==> src/rtl/sha3_pad_sequencer_pkg.sv <==
// Shared types and constants for the SHA3 padding front-end.
package sha3_pkg;

  typedef enum logic [1:0] {
    SHA224 = 2'd0,
    SHA256 = 2'd1,
    SHA384 = 2'd2,
    SHA512 = 2'd3
  } mode_t;

  typedef enum logic [1:0] {
    IDLE   = 2'd0,
    ABSORB = 2'd1,
    PAD    = 2'd2
  } state_t;

  localparam logic [7:0] PAD_FIRST = 8'h06;
  localparam logic [7:0] PAD_LAST  = 8'h80;

  // Keccak rate expressed in 16-bit words for each variant.
  function automatic logic [6:0] rate_words(mode_t m);
    case (m)
      SHA224:  return 7'd72;
      SHA256:  return 7'd68;
      SHA384:  return 7'd52;
      default: return 7'd36;
    endcase
  endfunction

endpackage

==> src/rtl/sha3_pad_sequencer_axis_reg_slice.sv <==
// Single-stage forward register slice: 1-cycle latency, loads whenever empty or draining.
// Outputs hold stable while valid and not ready.
module axis_reg_slice #(
  parameter int          DW       = 16,
  parameter int          UW       = 2,
  parameter logic [UW-1:0] USER_RST = '0
) (
  input  logic          clk,
  input  logic          rst,
  input  logic          load,
  input  logic [DW-1:0] in_data,
  input  logic [UW-1:0] in_user,
  input  logic          in_id,
  input  logic          in_last,
  output logic          can_load,
  output logic [DW-1:0] out_data,
  output logic [UW-1:0] out_user,
  output logic          out_id,
  output logic          out_last,
  output logic          out_valid,
  input  logic          out_ready
);

  assign can_load = !out_valid || out_ready;

  always_ff @(posedge clk or posedge rst) begin
    if (rst) begin
      out_data  <= '0;
      out_user  <= USER_RST;
      out_id    <= 1'b0;
      out_last  <= 1'b0;
      out_valid <= 1'b0;
    end else if (load) begin
      out_data  <= in_data;
      out_user  <= in_user;
      out_id    <= in_id;
      out_last  <= in_last;
      out_valid <= 1'b1;
    end else if (out_ready) begin
      out_valid <= 1'b0;
    end
  end

endmodule

==> src/rtl/sha3_pad_sequencer.sv <==
// Splits a 16-bit AXI-Stream message into SHA3 rate blocks and appends 0x06..0x80 padding.
// One-cycle latency through an output slice; source is stalled during padding and core backpressure.
module sha3_pad_sequencer
  import sha3_pkg::*;
#(
  parameter int WIDTH = 16,
  parameter int CNT_W = 16
) (
  input  logic             ACLK,
  input  logic             ARESET,
  input  logic [WIDTH-1:0] s_TDATA,
  input  logic [1:0]       s_TKEEP,
  input  logic             s_TLAST,
  input  logic [1:0]       s_TUSER,
  input  logic             s_TVALID,
  output logic             s_TREADY,
  output logic [WIDTH-1:0] c_TDATA,
  output logic [1:0]       c_TUSER,
  output logic             c_TID,
  output logic             c_TLAST,
  output logic             c_TVALID,
  input  logic             c_TREADY,
  output logic             busy,
  output logic [CNT_W-1:0] blk_cnt,
  output logic             err
);

  state_t           state, state_nxt;
  mode_t            mode, mode_nxt, cur_mode;
  logic [6:0]       w, w_nxt, r_last;
  logic             pend, pend_nxt;
  logic             busy_nxt, err_nxt;
  logic [CNT_W-1:0] cnt_nxt, cnt_base;
  logic             blk_inc;
  logic             can_load, take, at_end;
  logic [1:0]       keep_eff;
  logic             ld, ld_id, ld_last;
  logic [WIDTH-1:0] ld_data;

  // The mode is only sampled from the bus on the first beat of a message.
  assign cur_mode = (state == IDLE) ? mode_t'(s_TUSER) : mode;
  assign r_last   = rate_words(cur_mode) - 7'd1;
  assign at_end   = (w == r_last);
  assign s_TREADY = (state != PAD) && can_load;
  assign take     = s_TVALID && s_TREADY;
  assign keep_eff = (s_TKEEP == 2'b10) ? 2'b11 : s_TKEEP;

  always_ff @(posedge ACLK or posedge ARESET) begin
    if (ARESET) begin
      state   <= IDLE;
      mode    <= SHA256;
      w       <= '0;
      pend    <= 1'b0;
      busy    <= 1'b0;
      blk_cnt <= '0;
      err     <= 1'b0;
    end else begin
      state   <= state_nxt;
      mode    <= mode_nxt;
      w       <= w_nxt;
      pend    <= pend_nxt;
      busy    <= busy_nxt;
      blk_cnt <= cnt_nxt;
      err     <= err_nxt;
    end
  end

  always_comb begin
    state_nxt = state;
    mode_nxt  = mode;
    w_nxt     = w;
    pend_nxt  = pend;
    busy_nxt  = busy;
    err_nxt   = err;
    cnt_base  = blk_cnt;
    blk_inc   = 1'b0;
    ld        = 1'b0;
    ld_data   = '0;
    ld_id     = 1'b0;
    ld_last   = 1'b0;
    cnt_nxt   = blk_cnt;

    case (state)
      IDLE, ABSORB: begin
        if (take) begin
          if (state == IDLE) begin
            mode_nxt  = cur_mode;
            busy_nxt  = 1'b1;
            cnt_base  = '0;
            state_nxt = ABSORB;
          end
          if (!s_TLAST) begin
            ld      = 1'b1;
            ld_data = s_TDATA;
            if (s_TKEEP != 2'b11) err_nxt = 1'b1;
          end else begin
            if (s_TKEEP == 2'b10) err_nxt = 1'b1;
            state_nxt = PAD;
            pend_nxt  = 1'b1;
            case (keep_eff)
              2'b11: begin
                ld      = 1'b1;
                ld_data = s_TDATA;
              end
              2'b01: begin
                // The 0x06 domain byte lands in the upper half of the partial word.
                ld       = 1'b1;
                pend_nxt = 1'b0;
                ld_data  = {PAD_FIRST, s_TDATA[7:0]};
                if (at_end) begin
                  ld_data   = {PAD_FIRST | PAD_LAST, s_TDATA[7:0]};
                  ld_last   = 1'b1;
                  state_nxt = IDLE;
                  busy_nxt  = 1'b0;
                end
              end
              default: ;
            endcase
          end
        end
      end
      PAD: begin
        if (can_load) begin
          ld       = 1'b1;
          pend_nxt = 1'b0;
          ld_data  = {(at_end ? PAD_LAST : 8'h00), (pend ? PAD_FIRST : 8'h00)};
          if (at_end) begin
            ld_last   = 1'b1;
            state_nxt = IDLE;
            busy_nxt  = 1'b0;
          end
        end
      end
      default: state_nxt = IDLE;
    endcase

    if (ld) begin
      ld_id = at_end;
      if (at_end) begin
        w_nxt   = '0;
        blk_inc = 1'b1;
      end else begin
        w_nxt = w + 7'd1;
      end
    end

    cnt_nxt = (blk_inc && (cnt_base != '1)) ? cnt_base + 1'b1 : cnt_base;
  end

  axis_reg_slice #(
    .DW       (WIDTH),
    .UW       (2),
    .USER_RST (2'd1)
  ) u_slice (
    .clk       (ACLK),
    .rst       (ARESET),
    .load      (ld),
    .in_data   (ld_data),
    .in_user   (cur_mode),
    .in_id     (ld_id),
    .in_last   (ld_last),
    .can_load  (can_load),
    .out_data  (c_TDATA),
    .out_user  (c_TUSER),
    .out_id    (c_TID),
    .out_last  (c_TLAST),
    .out_valid (c_TVALID),
    .out_ready (c_TREADY)
  );

endmodule

==> config.mk <==
export PLATFORM = sky130hd
export DESIGN_NAME = sha3_pad_sequencer
export DESIGN_NICKNAME = d
export VERILOG_FILES = /design/src/rtl/sha3_pad_sequencer_pkg.sv /design/src/rtl/sha3_pad_sequencer_axis_reg_slice.sv /design/src/rtl/sha3_pad_sequencer.sv
export SDC_FILE = /design/constraint.sdc
export NUM_CORES = 1
export LEC_CHECK = 0
export ABC_AREA = 1
export ABC_CLOCK_PERIOD_IN_PS = 2600
export BUFFER_PORTS_ARGS = -buffer_cell sky130_fd_sc_hd__buf_2
export CORE_AREA = 2 2 112 60
export DETAILED_ROUTE_END_ITERATION = 7
export DIE_AREA = 0 0 114 62
export PLACE_DENSITY = 0.78
export RECOVER_POWER = 50
export SLEW_MARGIN = 10
export SYNTH_ARGS = -nofsm -noshare
export SYNTH_HDL_FRONTEND = slang
export SYNTH_SLANG_ARGS = --single-unit
export TNS_END_PERCENT = 20
==> constraint.sdc <==
create_clock -name ACLK -period 2.6 [get_ports ACLK]
set_clock_uncertainty 0.1 [all_clocks]
set_input_delay 0.26 -clock ACLK [delete_from_list [all_inputs] [get_ports ACLK]]
set_output_delay 0.26 -clock ACLK [all_outputs]
set_load 0.02 [all_outputs]
# Yosys cells after proc, flatten, opt, wreduce, memory -nomap -nowiden
# Index checks and enable logic that the tools add are counted.
# Widths: inputs -> output; s select.
# classes
n_mux,54
addsub,3
n_eq_ne,17
n_reduce_logical,17
# op_table
op,n
$mux 16,8
$pmux 16 s2,2
$mux 1,26
$pmux 7 s3,1
$mux 2,9
$add 16x1->16 const B,1
$ne 16x16->1 const B,1
$reduce_and 4->1,4
$ne 2x2->1 const B,6
$eq 2x2->1 const B,4
$mux 8,1
$pmux 1 s2,4
$add 7x1->7 const B,1
$eq 7x7->1,1
$mux 7,1
$sub 7x1->7 const B,1
$eq 2x1->1 const B,3
$reduce_bool 2->1,3
$logic_not 2->1,2
$pmux 2 s2,1
$reduce_or 2->1,2
$logic_and 1x1->1,3
$mux 3,1
$ne 3x3->1 const B,1
other kinds (4),4
# totals
out_inout_bits,40
input_bits,25
wordCells,103
ff_bits,51

# Logic depth before layout (Yosys ltp)
# Gate-level depths: netlist (run 1).
# logic_depth
ltp_word,11
depth_mapped,16
ltp_nobuf,13

# Hierarchy
# Synthesis (run 1) repeated with hierarchy kept, for this count alone.
# hier_totals
cells_unflattened,448
area_unflattened_um2,3398.3
# modules_own_cells
module,cells_per_inst,area_each_um2,seq_area_each_um2,n_inst
sha3_pad_sequencer,358,2384.8,752.0,1
axis_reg_slice,90,1013.5,526.8,1

# Worst setup path before layout (run 1)
# No wires, ideal clock.
# synth_timing
path_type,register to register
start,reg u_slice.out_valid
end,reg blk_cnt[6]
slack_ps,64
setup_ps,116
synth_period_minus_slack_ps,2536
arrival_ps,2319
t_required_ps,2384
stages_incl_launch_ff,16
n_path_buf,3
cell_sequence,dfrtp_1 nand2_1 nand4_4 buf_6 clkbuf_1 nand2_1 inv_1 ha_1 nand4_1 inv_1 nand2_1 nor2_1 nor2_4 buf_6 nand2_1 nand2_1
# synth_between
elab_chain_len,9
elab_cells_between_ends,14
cone_classes,add/sub: 1; eq/ne: 1; mux: 7; reduce/logical: 5
# synth_rtl
element,line_no,source
start: declaration,sha3_pad_sequencer_axis_reg_slice.sv:20,"output logic out_valid,"
start signal: assignment,sha3_pad_sequencer_axis_reg_slice.sv:32,out_valid <= 1'b0;
start signal: assignment,sha3_pad_sequencer_axis_reg_slice.sv:38,out_valid <= 1'b1;
start signal: assignment,sha3_pad_sequencer_axis_reg_slice.sv:40,out_valid <= 1'b0;
$logic_not 1->1 *,sha3_pad_sequencer_axis_reg_slice.sv:24,assign can_load = !out_valid || out_ready;
$logic_or 1x1->1 *,sha3_pad_sequencer_axis_reg_slice.sv:24,
branches (longest 6 deep; another with $add 16x1->16),-,
$mux 16 *,sha3_pad_sequencer.sv:147,cnt_nxt = (blk_inc && (cnt_base != '1)) ? cnt_base + 1'b1 : cnt_base;
named net cnt_nxt[6],sha3_pad_sequencer.sv:33,"logic [CNT_W-1:0] cnt_nxt, cnt_base;"
end signal: assignment,sha3_pad_sequencer.sv:63,blk_cnt <= cnt_nxt;
end: declaration,sha3_pad_sequencer.sv:24,"output logic [CNT_W-1:0] blk_cnt,"
# Mark *: on every way through the listed nets, which the timed path passes.
# A chain may end at the register's enable or synchronous reset.

# Final worst setup path (run 1)
# layout_timing
start,reg state[0]
end,reg blk_cnt[15]
# layout_between
elab_chain_len,10
elab_cells_between_ends,25
cone_classes,add/sub: 2; eq/ne: 7; mux: 10; reduce/logical: 6
# layout_rtl
element,line_no,source
start: declaration,sha3_pad_sequencer.sv:28,"state_t state, state_nxt;"
start signal: assignment,sha3_pad_sequencer.sv:58,state <= state_nxt;
$logic_not 2->1,"sha3_pad_sequencer.sv:41, sha3_pad_sequencer.sv:83, sha3_pad_sequencer.sv:86",
$mux 2,sha3_pad_sequencer.sv:41,assign cur_mode = (state == IDLE) ? mode_t'(s_TUSER) : mode;
$eq 2x2->1 (tied with other cells),sha3_pad_sequencer_pkg.sv:22,case (m)
$pmux 7 s3,sha3_pad_sequencer_pkg.sv:22,
$sub 7x1->7,sha3_pad_sequencer.sv:42,assign r_last = rate_words(cur_mode) - 7'd1;
$eq 7x7->1,sha3_pad_sequencer.sv:43,assign at_end = (w == r_last);
$mux 1,sha3_pad_sequencer.sv:139,if (at_end) begin
$mux 1,sha3_pad_sequencer.sv:137,if (ld) begin
$logic_and 1x1->1,sha3_pad_sequencer.sv:147,
$mux 16 *,sha3_pad_sequencer.sv:147,
named net cnt_nxt[15],sha3_pad_sequencer.sv:33,
# The timed path passes the listed nets; every way through them passes the cells marked *.

==> results by group, run 1 <==
Yosys
  • Leading area contributor after synthesis: dfrtp_1
  • FF+latch count, synth: 51
  • Largest cells by area after synthesis: dfrtp_1, nand2_1, inv_1
  • Syn_nets: 415
  • Synth top cells by count: nand2_1, dfrtp_1, inv_1
  • Commonest register cell after synthesis: dfrtp_1
  • Post-synth EDFFs: 0
  • Syn. warnings: 0
  • Synth Instances: 388
  • Syn avg cell area: 7.45 um2
  • Post-synthesis sequential area ratio: 44.2%
  • Count leader, synth: nand2_1
  • Cell Area, Synth: 2890 um2
  • Async SR Flop Fraction: 100%
  • Yosys top cell area share: 42.4%
  • Count of cell types in the netlist: 29

Power and ir drop
  • Psw: 1.41 mW
  • Leakage: 1.91 nW
  • Clock share of power: 18.8%
  • Peak supply drop: 0.000424 V
  • Comb pwr share: 43.4%
  • Tot Pwr: 3.28 mW
  • Internal power: 1.87 mW
  • Sw Share: 42.9%
  • Pwr dens: 951 nW/um2
  • Sequential share of power: 37.9%

Floorplanning
  • Die Y: 62 um
  • Die Width: 114 um
  • Rows: 21
  • Initial core utilization: 46.2%
  • Core Footprint: 6250 um2
  • Die area: 7070 um2
  • I/O pin total: 65

STA
  • Slew @ Worst Pin: 1260 ps
  • Fin crit period: 2400 ps
  • Worst Setup Slack, final: 199 ps
  • Slew headroom: 16.3%
  • RSZ-0062 raised after global routing: false
  • Final-report hold violation count: 0
  • Setup TNS Final: 0 ps
  • Final setup viols: 0
  • F_max: 417 MHz
  • Final worst-path cycle share: 92.3%
  • Max-slew violation count: 0

Layout
  • Area growth, synth to finish: 19.2%
  • Final core utilization: 55.1%
  • Final nets: 486
  • Layout cell share with drive strength beyond 1: 17.0%
  • Number of diodes: 0
  • Fin cells: 538

CTS
  • Worst-skew pair later-pin latency: 290 ps
  • Num CTS Buffers: 5
  • Clock transition at the registers of the reported paths: 60 ps
  • H-tree depth: 2
  • Hold_buf cts: 0
  • CTS Buffer Depth: 2
  • CTS tree: built
  • Root Driver: clkbuf_16
  • Clock Sinks: 51

Outcome
  • Outcome: complete, no violations

Global route
  • First-pass GRT wire length: 11.4 mm
  • Initial antenna violation count: 0
  • Largest net degree at the start of global routing: 52
  • GRT Util Overall: 20.9%
  • Vias in the first global route: 2386
  • Total global routing overflow: 0

Route
  • Wire per inst: 13.6 um
  • WL final: 7.32 mm
  • Post-route DRC: 0
  • Vias: 2855
  • Drt first pass iters: 6
  • Initial DRC Count: 284
  • Post-route ant nets: 0
  • Via density: 5.31

Flow run
  • Max-cap check violation count: 0

Placed design
  • Placer Congestion: 0.881
  • Dpl cells: 529
  • DP HPWL: 5.42 mm
  • Post-place setup slack: 205 ps
  • Buffers on Ports: 64

Setup path
  • CP Launch Type: flop
  • Reg2reg setup slack: 200 ps
  • CP Max Fanout: 5
  • Crit end category: flop
  • CP required: 2680 ps
  • CP Class: reg2reg
  • Worst EP arrival: 2480 ps

Min path
  • Worst min-delay path category: in2reg
==> power by group through the flow <==
stage / Sequential (mW) / Combinational, mW / Clock, mW
CTS: 1.23 / 1.45 / 0.621
finish: 1.24 / 1.42 / 0.615
floorplan: 1.43 / 0.826 / 0
global route: 1.28 / 1.59 / 0.658
global placement: 1.23 / 1.42 / 0
detailed placement: 1.24 / 1.45 / 0
==> path summary, 6_finish.rpt <==
kind,from,end,cells after the start
hold / removal,s_TDATA[11],u_slice.out_data[11]$_DFFE_PP0P_,2
hold reg to reg,err$_DFFE_PP0P_,err$_DFFE_PP0P_,1
min in group asynchronous,ARESET,blk_cnt[9]$_DFF_PP0_,3
setup / recovery,state[0]$_DFFE_PP0P_,blk_cnt[15]$_DFF_PP0_,13
max in group asynchronous,ARESET,state[1]$_DFFE_PP0P_,3
setup reg to reg,state[0]$_DFFE_PP0P_,blk_cnt[15]$_DFF_PP0_,13
==> metal layers <==
| layer | part of all wire [%] | vias to the layer above | global-route usage (%) |
|---|---|---|---|
| met5 | 0 | - | 0 |
| met4 | 0.72 | 0 | 3.66 |
| met3 | 8.1 | 11 | 4.27 |
| met2 | 42 | 133 | 30.6 |
| li1 | - | 1388 | - |
| met1 | 49 | 1323 | 32.2 |
==> state kept, by name, indices dropped and copies added, names as in the netlist <==
| signal | cells |
|---|---|
| blk_cnt | 16 |
| busy | 1 |
| err | 1 |
| mode | 2 |
| pend | 1 |
| state | 2 |
| u_slice.out_data | 16 |
| u_slice.out_id | 1 |
| u_slice.out_last | 1 |
| u_slice.out_user | 2 |
| u_slice.out_valid | 1 |
| w | 7 |
==> metrics by stage <==
stage | hold slack, ps | area, um2
after global routing | 103 | 3450
final | 96.9 | 3450
after global placement | 342 | 3300
after detailed placement | 348 | 3300
after CTS | 70.5 | 3420
after floorplan | 300 | 2890
==> worst max-delay path, stage by stage, from the launching register on <==
cell and delay (ps):
dfrtp_1 430, inv_2 90, nand4_4 120, nand2_1 100
inv_1 120, ha_1 270, nand4_1 200, inv_1 160
nand2_1 150, nor2_1 220, nor2_4 70, buf_4 150
nand2_1 60, nand2_1 50
==> cells by family (layout without fill, tap and decap cells) <==
group	Yosys count	count (layout)	share of synthesized area, %
DFF	51	51	44.2
buffers and inverters	56	126	8.18
xor gates and xnor gates	9	9	2.73
adders and majority gates	2	2	0.866
and+or+nand+nor	235	235	35.6
AOI/OAI and AO/OA	35	35	8.40
==> cell type report <==
type / count / area (um2)
timing repair buffer: 73 / 385
tap: 80 / 100
inverter: 47 / 176
sequential: 51 / 1280
multi-input combinational: 281 / 1380
clock buffer: 6 / 129
fill: 586 / 2810
==> placed cells by master (no fill, tap or decap), types with 3 or more instances in the layout <==
cell       synthesis  layout
a21oi_1            3       3
a22o_1            11      11
buf_2              3      44
buf_4              0       6
clkbuf_1           3      21
clkbuf_16          0       5
dfrtp_1           49      48
inv_1             42      42
inv_2              5       5
nand2_1          139     139
nand3_1           31      31
nand4_1           14      14
nor2_1            38      38
nor2_4             3       3
o211ai_1           3       3
o21ai_0           14      14
xor2_1             8       8
==> repair_timing <==
action,4_1_cts,5_1_grt
hold endpoints to repair,0,0
buffers inserted,0,3
endpoints found under the setup margin,0,16
gates resized for setup,0,1
Power figures use the tool's default switching activity.
==> run 2, diff against run 1 <==
--- a/config.mk
+++ b/config.mk
@@ -5,13 +5,13 @@
 export SDC_FILE = /design/constraint.sdc
 export NUM_CORES = 1
 export LEC_CHECK = 0
-export ABC_AREA = 1
+export ABC_AREA = 0
 export ABC_CLOCK_PERIOD_IN_PS = 2600
-export BUFFER_PORTS_ARGS = -buffer_cell sky130_fd_sc_hd__buf_2
-export CORE_AREA = 2 2 112 60
+export CORE_AREA = 2 2 98 53
 export DETAILED_ROUTE_END_ITERATION = 7
-export DIE_AREA = 0 0 114 62
-export PLACE_DENSITY = 0.78
+export DIE_AREA = 0 0 100 55
+export DONT_BUFFER_PORTS = 1
+export PLACE_DENSITY = 0.75
 export RECOVER_POWER = 50
 export SLEW_MARGIN = 10
 export SYNTH_ARGS = -nofsm -noshare
==> run 2 against run 1 <==
The run now ends with negative hold slack, negative setup slack left. Non-clock buffer count down 37. Critical path type unchanged. Highest routed layer unchanged. Combinational power down 29%. Register-to-register slack worse by 230 ps. Critical endpoint is now blk_cnt[11]$_DFF_PP0_.
==> results by group, run 2 <==
Outcome
  • Outcome: complete, but fails checks
  • Failing checks: negative hold slack, negative setup slack

STA
  • Slew headroom: 35.5%
  • F_max: 380 MHz
  • Slew @ Worst Pin: 967 ps
  • RSZ-0062 raised after global routing: true
  • Final worst-path cycle share: 101%
  • Final setup viols: 3
  • Final-report hold violation count: 1
  • Fin crit period: 2630 ps
  • Max-slew violation count: 0
  • Worst Setup Slack, final: -29.0 ps
  • Hold slack: -3.26 ps
  • Setup TNS Final: -52.9 ps

Layout
  • Number of diodes: 0
  • Largest regs: blk_cnt (16), u_slice.out_data (16), w (7)
  • Commonest non-fill, non-tap cell in the layout: dfrtp_1
  • Most frequent cells in the layout: dfrtp_1, nand2_1, o21ai_0
  • Fin cells: 353
  • Layout cell share with drive strength beyond 1: 15.7%
  • Area growth, synth to finish: 20.0%
  • Final nets: 319

Global route
  • GRT Util Overall: 24.2%
  • Most Crowded Layer GR: met2
  • Largest net degree at the start of global routing: 40
  • Total global routing overflow: 0
  • Met2 Use GR: 35.6%
  • Vias in the first global route: 1895
  • Initial antenna violation count: 0
  • First-pass GRT wire length: 9.84 mm
  • Met1 Use GR: 34.7%
  • Met3 GRT Util: 8.29%

Yosys
  • Largest cells by area after synthesis: dfrtp_1, nand2_1, o21ai_0
  • Async SR Flop Fraction: 100%
  • Count of cell types in the netlist: 45
  • Syn. warnings: 0
  • Yosys top cell area share: 49.1%
  • Syn_nets: 287
  • FF+latch count, synth: 51
  • Commonest register cell after synthesis: dfrtp_1
  • Post-synthesis sequential area ratio: 51.2%
  • Cell Area, Synth: 2500 um2
  • Synth top cells by count: dfrtp_1, nand2_1, o21ai_0
  • Leading area contributor after synthesis: dfrtp_1
  • Count leader, synth: dfrtp_1
  • Syn avg cell area: 9.60 um2
  • Synth Instances: 260
  • Post-synth EDFFs: 0

Route
  • Post-route ant nets: 0
  • WL final: 6.42 mm
  • Post-route DRC: 0
  • Via density: 6.09
  • Wire per inst: 18.2 um
  • Initial DRC Count: 160
  • Vias: 2149
  • Drt first pass iters: 4

Min path
  • Worst min-delay path category: in2reg
  • Worst Hold Endpoint: u_slice.out_data[5]$_DFFE_PP0P_
  • WHS Path Cells: 2
  • Min-delay src: s_TDATA[5]

Flow run
  • Max-cap check violation count: 0

CTS
  • Worst-skew pair later-pin latency: 320 ps
  • CTS tree: built
  • Clock transition at the registers of the reported paths: 110 ps
  • Num CTS Buffers: 5
  • CTS Buffer Depth: 2
  • Clock Sinks: 51
  • H-tree depth: 2
  • Root Driver: clkbuf_8

Power and ir drop
  • Sequential share of power: 48.5%
  • Pwr dens: 969 nW/um2
  • Comb pwr share: 34.6%
  • Leakage: 1.27 nW
  • Sw Share: 43.1%
  • Psw: 1.25 mW
  • Clock share of power: 16.9%
  • Internal power: 1.65 mW
  • Peak supply drop: 0.000591 V

Floorplanning
  • Die Width: 100 um
  • I/O pin total: 65
  • Rows: 18
  • Die area: 5500 um2
  • Core Footprint: 4680 um2
  • Initial core utilization: 53.3%
  • Die Y: 55 um

Setup path
  • Reg2Reg Launch Point: state[1]$_DFFE_PP0P_
  • CP Class: reg2reg
  • Worst Reg-to-Reg Cells: 6
  • Reg2reg setup slack: -30 ps
  • Critical-path top delay cell: or4b_4
  • CP Launch Type: flop
  • Crit-path cells: nor2_4 -> mux2i_4 -> mux2i_2 -> or4b_4 -> or4_1 -> a21oi_2
  • Crit end category: flop
  • CP Max Fanout: 9
  • Worst EP arrival: 2780 ps
  • Crit-path max cell delay: 620 ps
  • Reg-to-Reg End: blk_cnt[11]$_DFF_PP0_
  • CP required: 2750 ps

Placed design
  • Placer Congestion: 0.785
  • DP HPWL: 4.39 mm
  • Buffers on Ports: 0
  • Dpl cells: 326
run 2: cell count changes after synthesis, moves of 6 or more:
cell      previous run  this run
inv_1               42         6
nor2b_1              0         7
nor2_1              38         9
o21ai_0             14        26
xor2_1               8         2
nand2_1            139        44
clkbuf_1             3         9
nand3_1             31        11
a21oi_1              3        14
nand4_1             14         8
run 2: cells by family (layout without fill, tap and decap cells):
kind of cell             after synthesis  count (layout)  share of synthesized area (%)
flip-flops                            51              51                           51.2
buffers and inverters                 18              50                           3.06
multiplexers                           7               7                           3.86
XOR/XNOR                               4               4                           1.40
AO/OA/AOI/OAI                         63              63                           15.4
adder cells (fa/ha/maj)                2               2                           1.00
AND/OR/NAND/NOR                      115             116                           24.0
run 2: critical path: cells and delay by family, from the launching register on:
| family | cells | cell delay, ps |
|---|---|---|
| AND/OR/NAND/NOR | 3 | 1400 |
| flip-flops | 1 | 440 |
| multiplexers | 2 | 500 |
| AO/OA/AOI/OAI | 1 | 140 |
run 2: through the flow:
step	util (%)	worst slack [ps]	area, um2	power, mW
6_report	64.0	-29.0	3000	2.90
5_1_grt	64.0	-119	3000	3.08
2_1_floorplan	-	17.6	2500	1.99
3_5_place_dp	56.6	-14.8	2650	2.28
3_3_place_gp	56.6	71.2	2650	2.23
4_1_cts	62.2	-36.5	2920	2.83
run 2: repair_timing:
action                                  in CTS  in global routing
hold buffers                                15                  0
pin swaps                                    2                  4
gates resized for setup                      0                 16
endpoints found under the setup margin       2                 16
cloned                                       1                  0
endpoints found under the hold margin       25                  0
buffers inserted                             1                  2
run 2: worst max-delay path by stage:
stage	from	endpoint	slack, ps	cells past startpoint
floorplan	u_slice.out_valid$_DFFE_PP0P_	blk_cnt[11]$_DFF_PP0_	20	10
global placement	state[1]$_DFFE_PP0P_	blk_cnt[9]$_DFF_PP0_	70	6
detailed placement	state[1]$_DFFE_PP0P_	blk_cnt[9]$_DFF_PP0_	-10	6
CTS	state[0]$_DFFE_PP0P_	blk_cnt[9]$_DFF_PP0_	-40	6
global route	state[1]$_DFFE_PP0P_	blk_cnt[9]$_DFF_PP0_	-120	6
finish	state[1]$_DFFE_PP0P_	blk_cnt[11]$_DFF_PP0_	-30	6
run 2: routing by layer:
metal	part of all wire, %	vias up
met2	42	60
met3	7.9	6
met5	0	-
met1	49	1074
li1	-	1009
met4	0.58	0
run 2: cell type report:
class | count | area, um2
clock buffers | 5 | 68.8
inverters | 6 | 22.5
well taps | 60 | 75.1
flip-flops and latches | 51 | 1280
multi-input cells | 192 | 1220
fillers | 380 | 1690
repair buffers | 36 | 305
clock inverters | 3 | 26.3
run 2: power by group through the flow:
| stage | Sequential [mW] | Clock, mW | Combinational [mW] |
|---|---|---|---|
| 6_report | 1.41 | 0.491 | 1.01 |
| 3_5_place_dp | 1.41 | 0 | 0.863 |
| 2_1_floorplan | 1.37 | 0 | 0.619 |
| 5_1_grt | 1.43 | 0.537 | 1.11 |
| 3_3_place_gp | 1.41 | 0 | 0.825 |
| 4_1_cts | 1.41 | 0.494 | 0.930 |
